File: config.mk
export PLATFORM = sky130hd
export DESIGN_NAME = strobe_decoder
export DESIGN_NICKNAME = d
export VERILOG_FILES = /design/src/rtl/strobe_dec_pkg.sv /design/src/rtl/strobe_decoder_onehot_decode.sv /design/src/rtl/strobe_decoder.sv
export SDC_FILE = /design/constraint.sdc
export NUM_CORES = 1
export LEC_CHECK = 0
export ABC_AREA = 1
export BUFFER_PORTS_ARGS = -buffer_cell sky130_fd_sc_hd__buf_2
export CORE_MARGIN = 8
export CORE_UTILIZATION = 30
export CTS_CLUSTER_DIAMETER = 120
export DETAILED_ROUTE_END_ITERATION = 7
export GPL_ROUTABILITY_DRIVEN = 0
export SYNTH_ARGS = -nofsm -noshare
export SYNTH_HDL_FRONTEND = slang
export SYNTH_SLANG_ARGS = --single-unit
export TNS_END_PERCENT = 30
File: constraint.sdc
create_clock -name clk -period 3.45 [get_ports clk]
set_clock_uncertainty 0.2 [all_clocks]
set_input_delay 0.1725 -clock clk [delete_from_list [all_inputs] [get_ports clk]]
set_output_delay 0.1725 -clock clk [all_outputs]
set_load 0.02 [all_outputs]
File: src/rtl/strobe_dec_pkg.sv
// Shared types and constants for the strobe_decoder block.
package strobe_dec_pkg;

    // FSM states; IDLE must encode as zero so busy is simply state != IDLE
    typedef enum logic [1:0] {
        IDLE  = 2'd0,
        HOLD  = 2'd1,
        PULSE = 2'd2
    } state_t;

    // Output mode selector values sampled at accept
    localparam logic MODE_LEVEL = 1'b0;
    localparam logic MODE_PULSE = 1'b1;

    // Width of the optional saturating reject counter
    localparam int ERR_CNT_W = 16;

endpackage

File: src/rtl/strobe_decoder_onehot_decode.sv
// Combinational SEL_W -> NUM_OUT one-hot decoder with range flag.
module onehot_decode #(
    parameter int SEL_W   = 3,
    parameter int NUM_OUT = 2**SEL_W
) (
    input  logic [SEL_W-1:0]   sel,
    output logic [NUM_OUT-1:0] onehot,
    output logic               in_range
);

    // One comparator per output; a code >= NUM_OUT matches none of them
    for (genvar i = 0; i < NUM_OUT; i++) begin : g_dec
        assign onehot[i] = (sel == SEL_W'(i));
    end

    // Out-of-range codes are exactly those that decode to all zeros
    assign in_range = |onehot;

endmodule

File: src/rtl/strobe_decoder.sv
// Registered one-hot strobe decoder with level and pulse output modes.
// Optional build macro STROBE_DEC_ERR_CNT_EN adds a saturating 16-bit
// count of rejected codes on port err_cnt.
import strobe_dec_pkg::*;

module strobe_decoder #(
    parameter int SEL_W   = 3,
    parameter int NUM_OUT = 2**SEL_W,
    parameter int LEN_W   = 8
) (
    input  logic               clk,
    input  logic               rst,
    input  logic               clr,
    input  logic               mode,
    input  logic [LEN_W-1:0]   pulse_len,
    input  logic               in_valid,
    output logic               in_ready,
    input  logic [SEL_W-1:0]   sel,
    output logic [NUM_OUT-1:0] out,
    output logic               busy,
    output logic               err
`ifdef STROBE_DEC_ERR_CNT_EN
    ,
    output logic [ERR_CNT_W-1:0] err_cnt
`endif
);

    state_t             r_state;
    state_t             w_state_nxt;
    logic [NUM_OUT-1:0] r_out;
    logic [NUM_OUT-1:0] w_out_nxt;
    logic               r_err;
    logic               w_err_nxt;
    logic [LEN_W-1:0]   r_cnt;
    logic [LEN_W-1:0]   w_cnt_nxt;

    logic [NUM_OUT-1:0] w_onehot;
    logic               w_in_range;
    logic               w_accept;
    logic [LEN_W-1:0]   w_len_eff;

    onehot_decode #(
        .SEL_W   (SEL_W),
        .NUM_OUT (NUM_OUT)
    ) u_dec (
        .sel      (sel),
        .onehot   (w_onehot),
        .in_range (w_in_range)
    );

    assign in_ready  = !rst && !clr && (r_state != PULSE);
    assign w_accept  = in_valid && in_ready;
    // A zero length still produces a single-cycle strobe
    assign w_len_eff = (pulse_len == '0) ? LEN_W'(1) : pulse_len;

    // Next-state, next-output and pulse counter; clr beats any accept
    always_comb begin
        w_state_nxt = r_state;
        w_out_nxt   = r_out;
        w_err_nxt   = 1'b0;
        w_cnt_nxt   = r_cnt;
        if (clr) begin
            w_state_nxt = IDLE;
            w_out_nxt   = '0;
            w_cnt_nxt   = '0;
        end else begin
            case (r_state)
                IDLE, HOLD: begin
                    if (w_accept) begin
                        if (w_in_range) begin
                            w_out_nxt = w_onehot;
                            if (mode == MODE_PULSE) begin
                                w_state_nxt = PULSE;
                                w_cnt_nxt   = w_len_eff;
                            end else begin
                                w_state_nxt = HOLD;
                            end
                        end else begin
                            w_state_nxt = IDLE;
                            w_out_nxt   = '0;
                            w_err_nxt   = 1'b1;
                        end
                    end
                end
                PULSE: begin
                    // Count of 1 means this is the last high cycle
                    if (r_cnt <= LEN_W'(1)) begin
                        w_state_nxt = IDLE;
                        w_out_nxt   = '0;
                        w_cnt_nxt   = '0;
                    end else begin
                        w_cnt_nxt = r_cnt - LEN_W'(1);
                    end
                end
                default: begin
                    w_state_nxt = IDLE;
                    w_out_nxt   = '0;
                    w_cnt_nxt   = '0;
                end
            endcase
        end
    end

    // State, output, error flag and counter registers
    always_ff @(posedge clk) begin
        if (rst) begin
            r_state <= IDLE;
            r_out   <= '0;
            r_err   <= 1'b0;
            r_cnt   <= '0;
        end else begin
            r_state <= w_state_nxt;
            r_out   <= w_out_nxt;
            r_err   <= w_err_nxt;
            r_cnt   <= w_cnt_nxt;
        end
    end

    assign out  = r_out;
    assign busy = (r_state != IDLE);
    assign err  = r_err;

`ifdef STROBE_DEC_ERR_CNT_EN
    logic [ERR_CNT_W-1:0] r_err_cnt;

    // Saturating reject count, bumped on the same edge that raises err
    always_ff @(posedge clk) begin
        if (rst) begin
            r_err_cnt <= '0;
        end else if (w_err_nxt && (r_err_cnt != '1)) begin
            r_err_cnt <= r_err_cnt + ERR_CNT_W'(1);
        end
    end

    assign err_cnt = r_err_cnt;
`endif

endmodule

==> results_dict.tcl <==
set metrics [dict create \
    reg2reg_depth 5 \
    row_count 23 \
    r2r_end "out[7]" \
    clockRootBuffer "clkbuf_8" \
    die_y_um 79.11 \
    grt_max_degree 15 \
    drt_iter0_drc 58 \
    synth_nets 203 \
    tns_ns 0 \
    cts_sinks 19 \
    start_util_pct 30.53 \
    portBuffers 26 \
    wire_per_inst_um 10.90 \
    whs_path_depth 5 \
    dp_hpwl_um 2281 \
    clkPwrFrac_pct 34.2 \
    timing.final.crit_period_ns 1.777 \
    hold_buffers 0 \
    cp.depth 4 \
    syn_to_final_growth_pct 17.59 \
    cp_slowest_cell "dfxtp_1" \
    p_int_mw 0.3309 \
    ys_types 26 \
    synth_top_area_cell "dfxtp_1" \
    cts_max_path_buffers 2 \
    vias_per_cell 4.485 \
    p_sw_share_pct 26.16 \
    ys.flop_type "dfxtp_1" \
    final_util_pct 35.90 \
    cts_buffers 3 \
    cts_tree "yes" \
    hold_viol 0 \
    routed_wl_um 2855 \
    path_max_fanout 9 \
    path_buf_inv 2 \
    period_share_pct 51.52 \
    syn_area_per_cell_um2 6.459 \
    synth_area_leaders "dfxtp_1 32%, nand2_1 17%, nor2_1 9.7%" \
    path_class "register to output pin" \
    synth-seq-cells 19 \
    status "finished clean" \
    pre_cts_slack_ns 1.757 \
    multi_input_area_um2 699.4 \
    p_switching_mw 0.1173 \
    ys_warn_count 0 \
    ant_nets 0 \
    mappedNetlistArea_um2 1195 \
    required_ns 3.08 \
    max_freq_ghz 0.5626 \
    final.setup.worst_slack_ns 1.673 \
    cts_resized 0 \
    synth-edff-count 0 \
    synth.most_common_cell "nand2_1" \
    antennaDiodeCount 0 \
    clkTransAtPathRegs_ns 0.07 \
    async_reset_ff_share_pct 0 \
    grt-ovfl-total 0 \
    peakVddDrop_mv 0.1926 \
    final_cells 262 \
    holdWs_ns 0.02321 \
    rsz0062_at_grt "false" \
    syn_inst 185 \
    grt_pass1_vias 1171 \
    endpoint_kind "output pin" \
    post_cts_buffers 0 \
    core_area_um2 3914 \
    antenna_found_initial 0 \
    path_cells "nand2_1, inv_2, nor2_1, buf_2" \
    drive_above_1_share_pct 24.53 \
    min_from "pulse_len[6]" \
    seq_area_frac_synth_pct 31.83 \
    crit_family "flip-flops" \
    cts_max_level 1 \
    layout.nets 231 \
    startpoint_type "register" \
    hold_end "r_cnt[6]" \
    hold_path_class "input pin to register" \
    nFillCells 438 \
    worst_path_largest_cell_delay_ns 0.52 \
    comb_power_share_pct 15.4 \
    io_pins 27 \
    grt_pass1_wl_um 5147 \
    die_area_um2 6258 \
    ys_top_cells_by_count "53 x nand2_1, 31 x nor2_1, 19 x dfxtp_1" \
    ff_latch_area_um2 380.4 \
    maxCapViolations 0 \
    num_vias 1175 \
    setup_viol 0 \
    leakagePower_nw 0.7311 \
    die_w_um 79.11 \
    sequentialPowerShare_pct 50.4 \
    dp_cells 258 \
    first_pass_iters 4 \
    power.density_nw_per_um2 319.0 \
    drc 0 \
    track_usage_pct 9.913 \
    clk_latency_ns 0.25 \
    drv_slew 0 \
    r2r_slack_ns 1.73 \
    synth_top_area_share_pct 31.83 \
    cp_data_arrival_time_ns 1.40 \
    r2r-start "r_state[1]" \
]
==> cell usage in the layout, fill, tap and decap left out, types with 3 or more instances in the layout <==
cell type	n
buf_2	26
clkbuf_8	3
dfxtp_1	19
inv_1	16
inv_2	6
nand2_1	53
nand2_2	4
nand2_4	4
nand3_1	10
nor2_1	31
nor2_4	3
nor3_1	5
nor4_1	3
o21ai_0	7
o21ai_1	6
==> flip-flops by register name, summed over array words and instances, names as in the netlist <==
signal,cells
out,8
r_cnt,8
r_state,2
err,1
==> cell families (layout without fill, tap and decap cells) <==
family | after synthesis | count (layout) | share of synthesized area, %
AND/OR/NAND/NOR | 118 | 118 | 46.18
buffers and inverters | 26 | 53 | 9.633
AO/OA/AOI/OAI | 19 | 19 | 9.947
flip-flops | 19 | 19 | 31.83
adder cells (fa/ha/maj) | 2 | 2 | 2.094
other | 1 | 1 | 0.3138
==> worst max-delay path by stage <==
stage                    start  endpoint
CTS                 r_state[1]  in_ready
global route          r_cnt[0]    out[5]
finish              r_state[1]  in_ready
floorplan             r_cnt[0]    out[7]
global placement      r_cnt[0]    out[7]
detailed placement  r_state[1]    out[7]
==> power groups by stage <==
stage | logic (mW) | registers [mW] | clock network [mW]
global placement | 0.0700 | 0.231 | 0
floorplan | 0.0430 | 0.234 | 0
detailed placement | 0.0694 | 0.231 | 0
CTS | 0.0697 | 0.226 | 0.160
global route | 0.0786 | 0.226 | 0.172
finish | 0.0690 | 0.226 | 0.153
==> routing by layer <==
layer	routed length, um	GRT usage, %	up-vias
li1	-	-	637
met1	1378	12.29	517
met2	1325	16.11	17
met3	103	2.032	4
met4	48	4.444	0
met5	0	0	-
==> cell type report <==
cell class	count	share of cell area, %
timing repair buffer	26	9.261
clock buffer	4	3.206
inverter	23	6.233
sequential	19	27.07
tap	50	4.452
multi-input combinational	140	49.78
==> worst min-delay path, delay by kind of cell <==
kind	cells	cell delay [ns]
buf+inv	1	0.08
simple gates	4	0.19
==> stage by stage <==
step | instance area (um^2) | power (mW)
after CTS | 1405 | 0.4554
after floorplan | 1195 | 0.2769
final | 1405 | 0.4482
after detailed placement | 1360 | 0.3003
after global routing | 1405 | 0.4769
after global placement | 1360 | 0.3009
Power figures use the tool's default switching activity.
